[config.mk]
export PLATFORM = sky130hd
export DESIGN_NAME = data_mem_arbiter_flat
export DESIGN_NICKNAME = d
export VERILOG_FILES = /design/src/rtl/mem_pkg.sv /design/src/rtl/data_mem_arbiter_if.sv /design/src/rtl/rr_arbiter2.sv /design/src/rtl/data_mem_arbiter.sv /design/src/flat_wrapper.sv
export SDC_FILE = /design/constraint.sdc
export NUM_CORES = 1
export LEC_CHECK = 0
export CORE_MARGIN = 1.5
export CORE_UTILIZATION = 40
export DETAILED_ROUTE_END_ITERATION = 7
export PLACE_DENSITY = 0.88
export SYNTH_ARGS = -nofsm -noshare
export SYNTH_HDL_FRONTEND = slang
export SYNTH_SLANG_ARGS = --single-unit
[constraint.sdc]
create_clock -name clk -period 5.6 [get_ports clk]
set_input_delay 1.4 -clock clk [delete_from_list [all_inputs] [get_ports clk]]
set_output_delay 1.4 -clock clk [all_outputs]
set_load 0.02 [all_outputs]
[src/rtl/mem_pkg.sv]
// Shared definitions for the data memory arbiter and the memory it fronts.
//   state_t      controller state (IDLE / ACCESS / DONE, 2-bit encoding)
//   *_DEFAULT    memory placement defaults (byte base of word 0, word count)
//   addr_fault() address range / alignment check used at grant time
package mem_pkg;

    typedef enum logic [1:0] {
        IDLE   = 2'd0,
        ACCESS = 2'd1,
        DONE   = 2'd2
    } state_t;

    localparam int OFFSET_DEFAULT = 1024;
    localparam int DEPTH_DEFAULT  = 64;
    localparam int WAIT_WIDTH     = 4;

    // Operands are zero-extended to 64 bits by the caller. The word index is
    // only meaningful when addr >= offset; the OR short-circuits the wrapped
    // case, so the subtraction behaves as a non-wrapping one.
    function automatic logic addr_fault(input logic [63:0] addr,
                                        input logic [63:0] offset,
                                        input logic [63:0] depth);
        logic [63:0] word;
        word = (addr - offset) >> 2;
        return (addr[1:0] != 2'b00) || (addr < offset) || (word >= depth);
    endfunction

endpackage

[src/rtl/data_mem_arbiter_if.sv]
// Bundle of requester-side and memory-side signals of data_mem_arbiter.
//   Req/We/Addr/WData (x2)  requester -> arbiter
//   Ready/Err/RData   (x2)  arbiter -> requester
//   Address/WriteData/MemRead/MemWrite  arbiter -> memory
//   ReadData                memory -> arbiter
// Handshake: a requester raises ReqN with WeN/AddrN/WDataN stable and keeps
// them until ReadyN; ReadyN is a single-cycle pulse, ErrN/RDataN are valid in
// that cycle, and the requester drops ReqN in the following cycle. A ReqN
// seen high while the arbiter is idle is always treated as a new request.
interface data_mem_arbiter_if #(
    parameter int WORD_SIZE    = 32,
    parameter int ADDRESS_SIZE = 32
);
    logic                    Req0;
    logic                    Req1;
    logic                    We0;
    logic                    We1;
    logic [ADDRESS_SIZE-1:0] Addr0;
    logic [ADDRESS_SIZE-1:0] Addr1;
    logic [WORD_SIZE-1:0]    WData0;
    logic [WORD_SIZE-1:0]    WData1;
    logic                    Ready0;
    logic                    Ready1;
    logic                    Err0;
    logic                    Err1;
    logic [WORD_SIZE-1:0]    RData0;
    logic [WORD_SIZE-1:0]    RData1;
    logic [ADDRESS_SIZE-1:0] Address;
    logic [WORD_SIZE-1:0]    WriteData;
    logic                    MemRead;
    logic                    MemWrite;
    logic [WORD_SIZE-1:0]    ReadData;

    modport slave (
        input  Req0, Req1, We0, We1, Addr0, Addr1, WData0, WData1, ReadData,
        output Ready0, Ready1, Err0, Err1, RData0, RData1,
               Address, WriteData, MemRead, MemWrite
    );

    modport master (
        output Req0, Req1, We0, We1, Addr0, Addr1, WData0, WData1, ReadData,
        input  Ready0, Ready1, Err0, Err1, RData0, RData1,
               Address, WriteData, MemRead, MemWrite
    );
endinterface

[src/rtl/rr_arbiter2.sv]
// Two-way round-robin arbiter.
//   clk, rst   clock, asynchronous active-high reset
//   en         arbitration allowed this cycle (controller idle)
//   req0/req1  requests
//   grant      one-hot grant, bit 0 = port 0; zero when en is low
// The pointer remembers the port granted last; on a tie the other port wins.
// It resets to 1 so port 0 takes the first tie.
module rr_arbiter2 (
    input  logic       clk,
    input  logic       rst,
    input  logic       en,
    input  logic       req0,
    input  logic       req1,
    output logic [1:0] grant
);
    logic last_q;

    always_comb begin
        grant = 2'b00;
        if (en) begin
            if (req0 && req1) begin
                grant = last_q ? 2'b01 : 2'b10;
            end else if (req0) begin
                grant = 2'b01;
            end else if (req1) begin
                grant = 2'b10;
            end
        end
    end

    always_ff @(posedge clk or posedge rst) begin
        if (rst) begin
            last_q <= 1'b1;
        end else if (grant[0]) begin
            last_q <= 1'b0;
        end else if (grant[1]) begin
            last_q <= 1'b1;
        end
    end
endmodule

[src/rtl/data_mem_arbiter.sv]
// Shares a single-port data memory between the MEM stage (port 0) and an
// auxiliary master (port 1).
//   clk, rst   clock, asynchronous active-high reset
//   bus        requester handshakes and memory pins (data_mem_arbiter_if)
//   state_dbg  current controller state
// One access per grant: IDLE (arbitrate, latch operands, fault check) ->
// ACCESS (WAIT_CYCLES+1 cycles, strobes driven) -> DONE (Ready pulse).
// Faulting addresses skip ACCESS, so the memory never sees them.
module data_mem_arbiter
    import mem_pkg::*;
#(
    parameter int WORD_SIZE    = 32,
    parameter int ADDRESS_SIZE = 32,
    parameter int OFFSET       = OFFSET_DEFAULT,
    parameter int DEPTH        = DEPTH_DEFAULT,
    parameter int WAIT_CYCLES  = 0
) (
    input  logic                clk,
    input  logic                rst,
    data_mem_arbiter_if.slave   bus,
    output state_t              state_dbg
);
    state_t                  state;
    state_t                  state_n;
    logic [1:0]              gnt;
    logic [WAIT_WIDTH-1:0]   cnt;
    logic                    id_q;
    logic                    we_q;
    logic                    fault_q;
    logic [ADDRESS_SIZE-1:0] addr_q;
    logic [WORD_SIZE-1:0]    wdata_q;
    logic [WORD_SIZE-1:0]    rdata0_q;
    logic [WORD_SIZE-1:0]    rdata1_q;

    logic                    sel_we;
    logic [ADDRESS_SIZE-1:0] sel_addr;
    logic [WORD_SIZE-1:0]    sel_wdata;
    logic                    sel_fault;
    logic                    in_access;
    logic                    in_done;

    rr_arbiter2 u_arb (
        .clk   (clk),
        .rst   (rst),
        .en    (state == IDLE),
        .req0  (bus.Req0),
        .req1  (bus.Req1),
        .grant (gnt)
    );

    // Operand mux for the port being granted this cycle.
    assign sel_we    = gnt[1] ? bus.We1    : bus.We0;
    assign sel_addr  = gnt[1] ? bus.Addr1  : bus.Addr0;
    assign sel_wdata = gnt[1] ? bus.WData1 : bus.WData0;
    assign sel_fault = addr_fault(64'(sel_addr), 64'(OFFSET), 64'(DEPTH));

    always_ff @(posedge clk or posedge rst) begin
        if (rst) begin
            state <= IDLE;
        end else begin
            state <= state_n;
        end
    end

    always_comb begin
        state_n = state;
        case (state)
            IDLE:    if (gnt != 2'b00) state_n = sel_fault ? DONE : ACCESS;
            ACCESS:  if (cnt == '0) state_n = DONE;
            DONE:    state_n = IDLE;
            default: state_n = IDLE;
        endcase
    end

    // Operand latches, wait counter and per-port read data.
    always_ff @(posedge clk or posedge rst) begin
        if (rst) begin
            cnt      <= '0;
            id_q     <= 1'b0;
            we_q     <= 1'b0;
            fault_q  <= 1'b0;
            addr_q   <= '0;
            wdata_q  <= '0;
            rdata0_q <= '0;
            rdata1_q <= '0;
        end else begin
            case (state)
                IDLE: begin
                    if (gnt != 2'b00) begin
                        id_q    <= gnt[1];
                        we_q    <= sel_we;
                        addr_q  <= sel_addr;
                        wdata_q <= sel_wdata;
                        fault_q <= sel_fault;
                        cnt     <= WAIT_WIDTH'(WAIT_CYCLES);
                        // A faulted completion reports zero read data.
                        if (sel_fault) begin
                            if (gnt[1]) rdata1_q <= '0;
                            else        rdata0_q <= '0;
                        end
                    end
                end
                ACCESS: begin
                    if (cnt != '0) begin
                        cnt <= cnt - 1'b1;
                    end else if (!we_q) begin
                        if (id_q) rdata1_q <= bus.ReadData;
                        else      rdata0_q <= bus.ReadData;
                    end
                end
                default: ;
            endcase
        end
    end

    assign in_access = (state == ACCESS);
    assign in_done   = (state == DONE);

    // Strobes and memory bus are decoded from state so an asynchronous reset
    // clears them immediately. The write strobe is confined to the final
    // ACCESS cycle so the memory sees exactly one write edge.
    assign bus.Address   = in_access ? addr_q  : '0;
    assign bus.WriteData = in_access ? wdata_q : '0;
    assign bus.MemRead   = in_access && !we_q;
    assign bus.MemWrite  = in_access && we_q && (cnt == '0);

    assign bus.Ready0 = in_done && !id_q;
    assign bus.Ready1 = in_done &&  id_q;
    assign bus.Err0   = in_done && !id_q && fault_q;
    assign bus.Err1   = in_done &&  id_q && fault_q;
    assign bus.RData0 = rdata0_q;
    assign bus.RData1 = rdata1_q;

    assign state_dbg = state;
endmodule
[src/flat_wrapper.sv]
// flat-port wrapper written by rule: the top's interface ports become plain ports
module data_mem_arbiter_flat import mem_pkg::*;
#(
    parameter int WORD_SIZE    = 32,
    parameter int ADDRESS_SIZE = 32,
    parameter int OFFSET       = OFFSET_DEFAULT,
    parameter int DEPTH        = DEPTH_DEFAULT,
    parameter int WAIT_CYCLES  = 0
)
  (clk, rst, state_dbg, bus_Req0, bus_Req1, bus_We0, bus_We1, bus_Addr0, bus_Addr1, bus_WData0, bus_WData1, bus_ReadData, bus_Ready0, bus_Ready1, bus_Err0, bus_Err1, bus_RData0, bus_RData1, bus_Address, bus_WriteData, bus_MemRead, bus_MemWrite);
  data_mem_arbiter_if #(.WORD_SIZE(WORD_SIZE), .ADDRESS_SIZE(ADDRESS_SIZE)) bus_i ();
  input  logic clk;
  input  logic rst;
  output state_t state_dbg;
  input wire logic [$bits(bus_i.Req0)-1:0] bus_Req0;
  input wire logic [$bits(bus_i.Req1)-1:0] bus_Req1;
  input wire logic [$bits(bus_i.We0)-1:0] bus_We0;
  input wire logic [$bits(bus_i.We1)-1:0] bus_We1;
  input wire logic [$bits(bus_i.Addr0)-1:0] bus_Addr0;
  input wire logic [$bits(bus_i.Addr1)-1:0] bus_Addr1;
  input wire logic [$bits(bus_i.WData0)-1:0] bus_WData0;
  input wire logic [$bits(bus_i.WData1)-1:0] bus_WData1;
  input wire logic [$bits(bus_i.ReadData)-1:0] bus_ReadData;
  output wire logic [$bits(bus_i.Ready0)-1:0] bus_Ready0;
  output wire logic [$bits(bus_i.Ready1)-1:0] bus_Ready1;
  output wire logic [$bits(bus_i.Err0)-1:0] bus_Err0;
  output wire logic [$bits(bus_i.Err1)-1:0] bus_Err1;
  output wire logic [$bits(bus_i.RData0)-1:0] bus_RData0;
  output wire logic [$bits(bus_i.RData1)-1:0] bus_RData1;
  output wire logic [$bits(bus_i.Address)-1:0] bus_Address;
  output wire logic [$bits(bus_i.WriteData)-1:0] bus_WriteData;
  output wire logic [$bits(bus_i.MemRead)-1:0] bus_MemRead;
  output wire logic [$bits(bus_i.MemWrite)-1:0] bus_MemWrite;
  assign bus_i.Req0 = bus_Req0;
  assign bus_i.Req1 = bus_Req1;
  assign bus_i.We0 = bus_We0;
  assign bus_i.We1 = bus_We1;
  assign bus_i.Addr0 = bus_Addr0;
  assign bus_i.Addr1 = bus_Addr1;
  assign bus_i.WData0 = bus_WData0;
  assign bus_i.WData1 = bus_WData1;
  assign bus_i.ReadData = bus_ReadData;
  assign bus_Ready0 = bus_i.Ready0;
  assign bus_Ready1 = bus_i.Ready1;
  assign bus_Err0 = bus_i.Err0;
  assign bus_Err1 = bus_i.Err1;
  assign bus_RData0 = bus_i.RData0;
  assign bus_RData1 = bus_i.RData1;
  assign bus_Address = bus_i.Address;
  assign bus_WriteData = bus_i.WriteData;
  assign bus_MemRead = bus_i.MemRead;
  assign bus_MemWrite = bus_i.MemWrite;
  data_mem_arbiter #(.WORD_SIZE(WORD_SIZE), .ADDRESS_SIZE(ADDRESS_SIZE), .OFFSET(OFFSET), .DEPTH(DEPTH), .WAIT_CYCLES(WAIT_CYCLES)) u_core (.clk(clk), .rst(rst), .bus(bus_i), .state_dbg(state_dbg));
endmodule
==> summary.txt, run 1 <==
Critical path
  • Slowest-stage cell, CP: nor2b_4
  • CP Max Fanout: 38
  • Crit path largest cell delay: 0.73 ns
  • Worst setup path class: flop to primary output
  • Delay-heaviest family, CP: buffers and inverters
  • Arrival time worst endpoint: 2.94 ns
  • Worst Path Required: 4.20 ns
  • Reg2Reg Setup Slack: 2.50 ns
  • CP cell instances: nor2b_4, buf_4, and2_1, clkdlybuf4s50_1
  • CP endpoint kind: primary output
  • CP bufs+invs: 2
  • Worst setup SP type: flop

Detailed routing
  • DRC: 0
  • Total Wirelength: 24500 um
  • Drt initial violations: 398
  • Iteration count of the initial detailed-routing pass: 5
  • Post-route ant nets: 0
  • Vias/cell: 5.45
  • Vias: 7034
  • Routed wire length per instance: 19.0 um

Pwr
  • Logic pwr share: 17.3%
  • IR drop worst, VDD: 227 uV
  • Power density over the cells: 252 nW/um2
  • Pleak: 4.60 nW
  • Switch share: 28.3%
  • P_int: 1.99 mW
  • Sw power: 784 uW
  • Reg power frac: 41.9%
  • Power share of the clock group: 40.8%

Timing
  • Final setup viols: 0
  • Tcrit/Tclk final: 77.5%
  • Final worst setup slack: 1.26 ns
  • Rel. slew slack: 30.6%
  • RSZ-0062 raised after global routing: false
  • Fin crit period: 4.34 ns
  • Pins Over Slew Limit: 0
  • Final Skew: 0.00718 ns
  • Worst Tran Pin Value: 1.03 ns
  • Final Hold Viols: 0
  • TNS Setup: 0 ns
  • Fmax: 230 MHz

GRT
  • GR Overflow Total: 0
  • Global-route wire length before repair: 37200 um
  • Total global routing track utilization: 25.8%
  • Vias in the first global route: 7090
  • Largest net degree at the start of global routing: 96
  • Initial antenna violation count: 0

Cells and area
  • Area grow syn2layout: 52.2%
  • Final nets: 1221
  • Finished Cell Area: 11000 um2
  • Finished Core Util: 62.8%
  • Layout Cells excl Fill: 1290
  • Fill cells: 1484
  • # diodes: 0
  • Share of post-route cells with drive strength above 1: 8.26%

Floorplanning
  • Die footprint: 18800 um2
  • I/O pin cnt: 302
  • Core area: 17500 um2
  • Die Ht: 137 um
  • Initial Util: 41.3%
  • # rows: 48
  • Die Span X: 137 um

Min path
  • Worst min path class: flop to flop

CTS
  • CTS Buffer Depth: 2
  • Worst skew pair latency: 0.42 ns
  • # resized after CTS: 0
  • Hold-fix buffers, CTS: 0
  • TritonCTS clock tree: done
  • Post-CTS setup buffers: 0
  • Total CTS buffers: 17
  • Clock slew at reported path FFs: 0.06 ns
  • CTS Root Cell: clkbuf_16
  • Clock Sinks: 138
  • Htree depth: 4

Job
  • Max-cap violations: 0

Synth
  • Syn Area/Cell: 9.23 um2
  • Yosys top cell area share: 47.5%
  • Synth unique cells: 55
  • Cell taking the most area after synthesis: dfrtp_1
  • Post-synth EDFFs: 0
  • Post-Syn Nets: 949
  • Share of the yosys chip area belonging to registers: 47.9%
  • Top post-synthesis cells by area: dfrtp_1 (48%), mux2i_1 (9.4%), nand2_1 (7.1%)
  • Most used DFF post-synth: dfrtp_1
  • Synth Register Bits: 138
  • FFs w/ async S/R, synth: 100%
  • Synthesized cell area: 7210 um2
  • Synth Instances: 781
  • Ys Warns: 0

Placement
  • Inst Count DP: 1259
  • Port Buffers: 301
  • Post-DP Area: 10400 um2
  • GPL Wtd Cong: 0.885
  • Worst slack at placement: 1.04 ns
  • HPWL after detailed placement: 17200 um

Status
  • Status: complete, no violations
==> cells in the mapped netlist, types with 4 or more instances <==
cell type    n
dfrtp_1    137
nand2_1    136
nor2_1      74
mux2i_1     68
and2_1      67
a31oi_1     60
clkbuf_1    50
a21oi_1     40
a21oi_2     30
nor4_1      14
nor3_1      12
o21ai_0      8
or4_1        8
inv_1        7
nand4_1      6
buf_2        4
==> layout make-up <==
class                      count  area (um2)  share of cell area (%)
timing repair buffer         312        3110                    28.3
clock buffer                  18         439                    4.00
tap                          225         282                    2.56
inverter                       7        31.3                   0.285
multi-input combinational    577        3520                    32.1
clock inverter                13         144                    1.31
sequential                   138        3450                    31.5
==> per-stage QoR <==
stage | hold WS, ns | power, mW
after floorplan | 0.442 | 1.42
final | 0.482 | 2.77
after CTS | 0.483 | 2.79
after global routing | 0.513 | 2.89
after detailed placement | 0.469 | 1.66
after global placement | 0.462 | 1.64
==> worst min-delay path, stage by stage, from the launching register on <==
cell     delay (ns)
dfrtp_1        0.34
nand2_1        0.04
o21ai_0        0.06
==> layer usage <==
layer	track usage, %	wire length, um	up-vias
li1	-	-	3280
met1	29.9	9700	3364
met2	43.0	11400	342
met3	10.3	2740	48
met4	9.77	614	0
met5	0	0	-
==> flip-flops by register name, summed over array words and instances, names as in the netlist <==
signal / cells
u_core.state_dbg: 2
u_core.cnt: 4
u_core.addr_q: 32
u_core.bus.RData0: 32
u_core.id_q: 1
u_core.u_arb.last_q: 1
u_core.we_q: 1
u_core.fault_q: 1
u_core.wdata_q: 32
u_core.bus.RData1: 32
==> power by group through the flow <==
stage	combinational (mW)	sequential (mW)	clock, mW
after CTS	0.482	1.16	1.15
after detailed placement	0.478	1.18	0
final	0.480	1.16	1.13
after floorplan	0.257	1.16	0
after global placement	0.471	1.17	0
after global routing	0.527	1.17	1.19
==> cell families after synthesis <==
group | synth area share, %
mux | 9.75
simple gates | 22.4
fa+ha+maj | 0.347
buf+inv | 3.87
flops | 47.9
compound gates | 15.6
xor+xnor | 0.121
==> final timing paths <==
| check | start | endpoint | cells past startpoint |
|---|---|---|---|
| max in group asynchronous | rst | u_core.addr_q[30]$_DFFE_PP0P_ | 3 |
| max reg2reg | u_core.state_dbg[1]$_DFFE_PP0P_ | u_core.bus.RData1[26]$_DFFE_PP0P_ | 8 |
| min reg2reg | u_core.addr_q[25]$_DFFE_PP0P_ | u_core.addr_q[25]$_DFFE_PP0P_ | 2 |
| min in group asynchronous | rst | u_core.wdata_q[31]$_DFFE_PP0P_ | 2 |
| max | u_core.state_dbg[0]$_DFFE_PP0P_ | bus_Address[19] | 4 |
| min | u_core.addr_q[25]$_DFFE_PP0P_ | u_core.addr_q[25]$_DFFE_PP0P_ | 2 |
==> cells in the final DEF (no fill, tap or decap), drive strengths merged, types with 4 or more instances in the layout <==
cell type and instances:
a21oi 70, a31oi 60, and2 67, buf 11, clkbuf 18, clkdlybuf4s50 301, clkinv 4, clkinvlp 4
dfrtp 137, inv 10, mux2i 68, nand2 136, nand4 6, nor2 75, nor3 12, nor3b 4
nor4 14, o21ai 9, or4 8
No activity file was read; power rests on OpenSTA's default activity.
==> inputs of run 2 (changes only) <==
Settings changed: CORE_UTILIZATION 40 to 39, PLACE_DENSITY 0.88 to 0.89.
Clock period 5.6 ns to 3.5 ns, I/O delays scaled along.
==> summary.txt, run 2 (synthesis gave the netlist of run 1 again) <==
Cells and area
  • Area grow syn2layout: 59.8%
  • Finished Core Util: 63.9%
  • Most frequent cells in the layout: clkdlybuf4s50_1 (301), dfrtp_1 (137), nand2_1 (134)
  • Fill cells: 1480
  • Share of post-route cells with drive strength above 1: 12.8%
  • Most common cell after layout, fill and taps aside: clkdlybuf4s50_1
  • Final nets: 1276
  • # diodes: 0

Timing
  • Final worst setup slack: 0.217 ns
  • Fmax: 305 MHz
  • Final setup viols: 0
  • Final Hold Viols: 0
  • Fin crit period: 3.28 ns
  • Rel. slew slack: 27.8%
  • RSZ-0062 raised after global routing: false
  • Final Skew: 0.00664 ns
  • Tcrit/Tclk final: 93.8%
  • Pins Over Slew Limit: 0
  • Worst hold slack: 0.492 ns
  • Worst Tran Pin Value: 1.08 ns

Critical path
  • Worst setup SP type: flop
  • CP endpoint kind: primary output
  • CP Max Fanout: 9
  • Worst setup path class: flop to primary output
  • Worst Path Required: 2.62 ns
  • Reg2Reg Setup Slack: 0.67 ns
  • Origin of the critical flop-to-flop path: u_core.state_dbg[1]$_DFFE_PP0P_
  • Arrival time worst endpoint: 2.41 ns
  • Worst R2R Path Depth: 7
  • FF-to-FF End: u_core.bus.RData1[16]$_DFFE_PP0P_

GRT
  • Total global routing track utilization: 25.3%
  • Vias in the first global route: 7263
  • Largest net degree at the start of global routing: 139
  • Initial antenna violation count: 1
  • Global-route wire length before repair: 39000 um
  • GR Overflow Total: 0

CTS
  • CTS Root Cell: clkbuf_16
  • CTS Buffer Depth: 2
  • Worst skew pair latency: 0.41 ns
  • Total CTS buffers: 17
  • Clock slew at reported path FFs: 0.06 ns
  • Htree depth: 4
  • # resized after CTS: 0
  • TritonCTS clock tree: done
  • Clock Sinks: 138
  • Post-CTS setup buffers: 0
  • Hold-fix buffers, CTS: 0

Floorplanning
  • Core area: 18000 um2
  • I/O pin cnt: 302
  • Die Ht: 139 um
  • Die Span X: 139 um
  • # rows: 49
  • Initial Util: 40.0%
  • Die footprint: 19300 um2

Placement
  • Worst slack at placement: -0.199 ns
  • Port Buffers: 301
  • HPWL after detailed placement: 17700 um
  • GPL Wtd Cong: 0.929

Detailed routing
  • Vias: 7229
  • Met1 WL: 10200 um
  • Routed met2 length: 11700 um
  • Vias/cell: 5.35
  • Routed wire length per instance: 18.4 um
  • Iteration count of the initial detailed-routing pass: 4
  • Post-route ant nets: 0
  • Met3 routed WL: 2250 um
  • Uppermost layer routed: met5
  • Total Wirelength: 24800 um
  • Drt initial violations: 394
  • DRC: 0

Pwr
  • Sw power: 1.27 mW
  • P_int: 3.43 mW
  • Logic pwr share: 17.6%
  • Switch share: 27.0%
  • IR drop worst, VDD: 313 uV
  • Pleak: 4.92 nW
  • Reg power frac: 39.7%
  • Power density over the cells: 408 nW/um2
  • Power share of the clock group: 42.7%

Min path
  • Worst min path class: flop to flop
  • Hold Crit Endpoint: u_core.addr_q[23]$_DFFE_PP0P_
  • Min-delay src: u_core.addr_q[23]$_DFFE_PP0P_
  • Cell depth of the worst min-delay path: 2

Status
  • Status: complete, no violations

Job
  • Max-cap violations: 0
==> run 2: cell types whose count changed in the layout (fill, tap and decap cells not counted), sizes merged <==
cell / before / now
buf: 11 / 66
inv: 10 / 8
clkinvlp: 4 / 3
clkinv: 4 / 5
bufinv: 2 / 5
==> run 2: stage by stage <==
step | std cells | setup TNS, ns | power [mW] | area, um2
final | 1350 | 0 | 4.70 | 11500
after global routing | 1350 | 0 | 4.91 | 11500
after CTS | 1350 | 0 | 4.74 | 11500
after detailed placement | 1318 | -9.57 | 2.72 | 10900
after global placement | 1318 | -5.62 | 2.70 | 10900
after floorplan | 781 | 0 | 2.27 | 7210
==> run 2: routing by layer <==
layer  up-vias  global-route usage [%]
met5         -                       0
li1       3406                       -
met1      3442                    31.5
met4         2                    8.77
met3        40                    7.87
met2       339                    41.6
==> run 2: worst max-delay path by stage <==
stage | startpoint | to | cells after the start
3_3_place_gp | bus_Req1 | u_core.bus.RData1[17]$_DFFE_PP0P_ | 8
5_1_grt | bus_Req1 | u_core.bus.RData1[16]$_DFFE_PP0P_ | 8
4_1_cts | u_core.cnt[0]$_DFFE_PP0P_ | bus_MemWrite | 5
3_5_place_dp | bus_Req1 | u_core.bus.RData1[16]$_DFFE_PP0P_ | 8
2_1_floorplan | bus_Req1 | u_core.fault_q$_DFFE_PP0P_ | 8
6_report | u_core.cnt[0]$_DFFE_PP0P_ | bus_MemWrite | 5
==> run 2: critical path: stages (launching register included) <==
cell and delay (ns):
dfrtp_1 0.42, inv_1 0.10, ha_1 0.17, nor3b_2 0.48, and3_1 0.22, clkdlybuf4s50_1 0.61
==> run 2: layout make-up <==
class	count	area [um2]	share of cell area (%)
flip-flops and latches	138	3450	30.0
clock buffers	18	429	3.72
repair buffers	367	3580	31.1
inverters	7	30.0	0.261
well taps	229	287	2.49
clock inverters	14	219	1.90
multi-input cells	577	3520	30.5
==> run 2: power groups by stage <==
stage	sequential, mW	clock (mW)	combinational, mW
after floorplan	1.86	0	0.411
after global placement	1.88	0	0.811
after detailed placement	1.90	0	0.823
after CTS	1.87	2.05	0.830
after global routing	1.89	2.12	0.909
final	1.86	2.01	0.828
==> inputs of run 3 (changes only) <==
Settings changed: REMOVE_ABC_BUFFERS set to 1.
==> summary.txt, run 3 (synthesis gave the netlist of run 1 again) <==
Placement
  • Port Buffers: 301
  • HPWL after detailed placement: 18300 um
  • GPL Wtd Cong: 0.893

Detailed routing
  • DRC: 0
  • Post-route ant nets: 0
  • Drt initial violations: 420
  • Vias/cell: 5.38
  • Routed wire length per instance: 18.7 um
  • Total Wirelength: 25200 um
  • Iteration count of the initial detailed-routing pass: 5
  • Vias: 7227

GRT
  • Vias in the first global route: 7371
  • Total global routing track utilization: 25.4%
  • GR Overflow Total: 0
  • Largest net degree at the start of global routing: 68
  • Initial antenna violation count: 0
  • Global-route wire length before repair: 39100 um

Timing
  • Fmax: 307 MHz
  • Final Hold Viols: 0
  • Final setup viols: 0
  • Worst Tran Pin Value: 0.644 ns
  • RSZ-0062 raised after global routing: false
  • Rel. slew slack: 57.1%
  • Worst hold slack: 0.486 ns
  • Pins Over Slew Limit: 0
  • TNS Setup: 0 ns
  • Tcrit/Tclk final: 93.0%
  • Fin crit period: 3.25 ns
  • Final Skew: 0.00654 ns

Critical path
  • Delay-heaviest family, CP: buffers and inverters
  • Worst Path Required: 2.62 ns
  • Worst R2R Path Depth: 7
  • CP Max Fanout: 20
  • CP cell instances: nor2b_4, buf_4, and3_1, clkdlybuf4s50_1
  • Worst setup path class: flop to primary output
  • CP endpoint kind: primary output
  • Crit path largest cell delay: 0.61 ns
  • Arrival time worst endpoint: 2.38 ns
  • Slowest-stage cell, CP: clkdlybuf4s50_1
  • CP bufs+invs: 2
  • Worst setup SP type: flop
  • Stages on the worst setup path: 4

Cells and area
  • Most frequent cells in the layout: clkdlybuf4s50_1 (301), dfrtp_1 (137), nand2_1 (134)
  • Fill cells: 1495
  • # diodes: 0
  • Area grow syn2layout: 58.7%
  • Share of post-route cells with drive strength above 1: 12.3%
  • Final nets: 1270
  • Most common cell after layout, fill and taps aside: clkdlybuf4s50_1

Floorplanning
  • Die Ht: 139 um
  • Die footprint: 19300 um2
  • Initial Util: 40.0%
  • # rows: 49
  • I/O pin cnt: 302
  • Core area: 18000 um2
  • Die Span X: 139 um

CTS
  • Clock Sinks: 138
  • Worst skew pair latency: 0.42 ns
  • Htree depth: 4
  • Clock slew at reported path FFs: 0.06 ns
  • # resized after CTS: 0
  • TritonCTS clock tree: done
  • Hold-fix buffers, CTS: 0
  • Total CTS buffers: 17
  • CTS Buffer Depth: 2
  • CTS Root Cell: clkbuf_16

Pwr
  • IR drop worst, VDD: 332 uV
  • Power density over the cells: 401 nW/um2
  • Power Total: 4.59 mW
  • Pleak: 4.88 nW

Min path
  • Cell depth of the worst min-delay path: 2
  • Worst min path class: flop to flop

Status
  • Status: complete, no violations

Job
  • Max-cap violations: 0
-- run 3: cell types whose count changed in the layout (fill, tap and decap cells not counted), sizes merged --
cell,previous run,this run
inv,8,13
bufinv,5,3
buf,66,60
clkinv,5,3
clkinvlp,3,2
-- run 3: power breakdown --
group	internal [mW]	leakage [nW]	switching, mW
combinational	0.393	2.84	0.438
clock	1.14	0.296	0.753
sequential	1.77	1.74	0.0939
total	3.30	4.88	1.28
-- run 3: layout make-up --
class | instances | area (um2) | area share [%]
Multi-Input combinational cell | 577 | 3520 | 30.8
Clock buffer | 18 | 429 | 3.75
Sequential cell | 138 | 3450 | 30.2
Timing Repair Buffer | 361 | 3540 | 30.9
Clock inverter | 14 | 185 | 1.62
Inverter | 7 | 31.3 | 0.273
Tap cell | 229 | 287 | 2.50
-- run 3: routing by layer --
metal	up-vias	GRT usage, %	wire (um)	part of all wire, %
met4	0	13.3	1150	4.6
met5	-	0	0	0
met3	77	4.04	1260	5.0
met1	3473	32.1	10400	41
li1	3378	-	-	-
met2	299	42.1	12400	49
-- run 3: repair_timing --
item | in CTS | in global routing
endpoints found under the setup margin | 11 | 0
hold endpoints to repair | 0 | 0
buffers inserted | 2 | 0
-- run 3: tightest hold or removal path, stage by stage, from the launching register on --
cell	delay, ns
dfrtp_1	0.35
nand2_1	0.05
o21ai_0	0.06
-- run 3: final timing paths --
check / start / endpoint / slack (ns)
max in group asynchronous: rst / u_core.bus.RData0[7]$_DFFE_PP0P_ / 1.83
min in group asynchronous: rst / u_core.bus.RData1[21]$_DFFE_PP0P_ / 0.93
worst max register to register: u_core.state_dbg[1]$_DFFE_PP0P_ / u_core.bus.RData1[18]$_DFFE_PP0P_ / 0.69
worst min register to register: u_core.addr_q[31]$_DFFE_PP0P_ / u_core.addr_q[31]$_DFFE_PP0P_ / 0.49
worst min-delay path: u_core.addr_q[31]$_DFFE_PP0P_ / u_core.addr_q[31]$_DFFE_PP0P_ / 0.49
worst max-delay path: u_core.state_dbg[0]$_DFFE_PP0P_ / bus_MemWrite / 0.25
-- run 3: through the flow --
stage	instances	setup slack, ns	util [%]	area (um2)
final	1344	0.247	63.5	11400
after global routing	1344	0.0435	63.5	11400
after CTS	1344	0.185	63.5	11400
after detailed placement	1310	-0.131	60.0	10800
after global placement	1310	-0.0328	60.0	10800
after floorplan	722	-2.58	-	6960
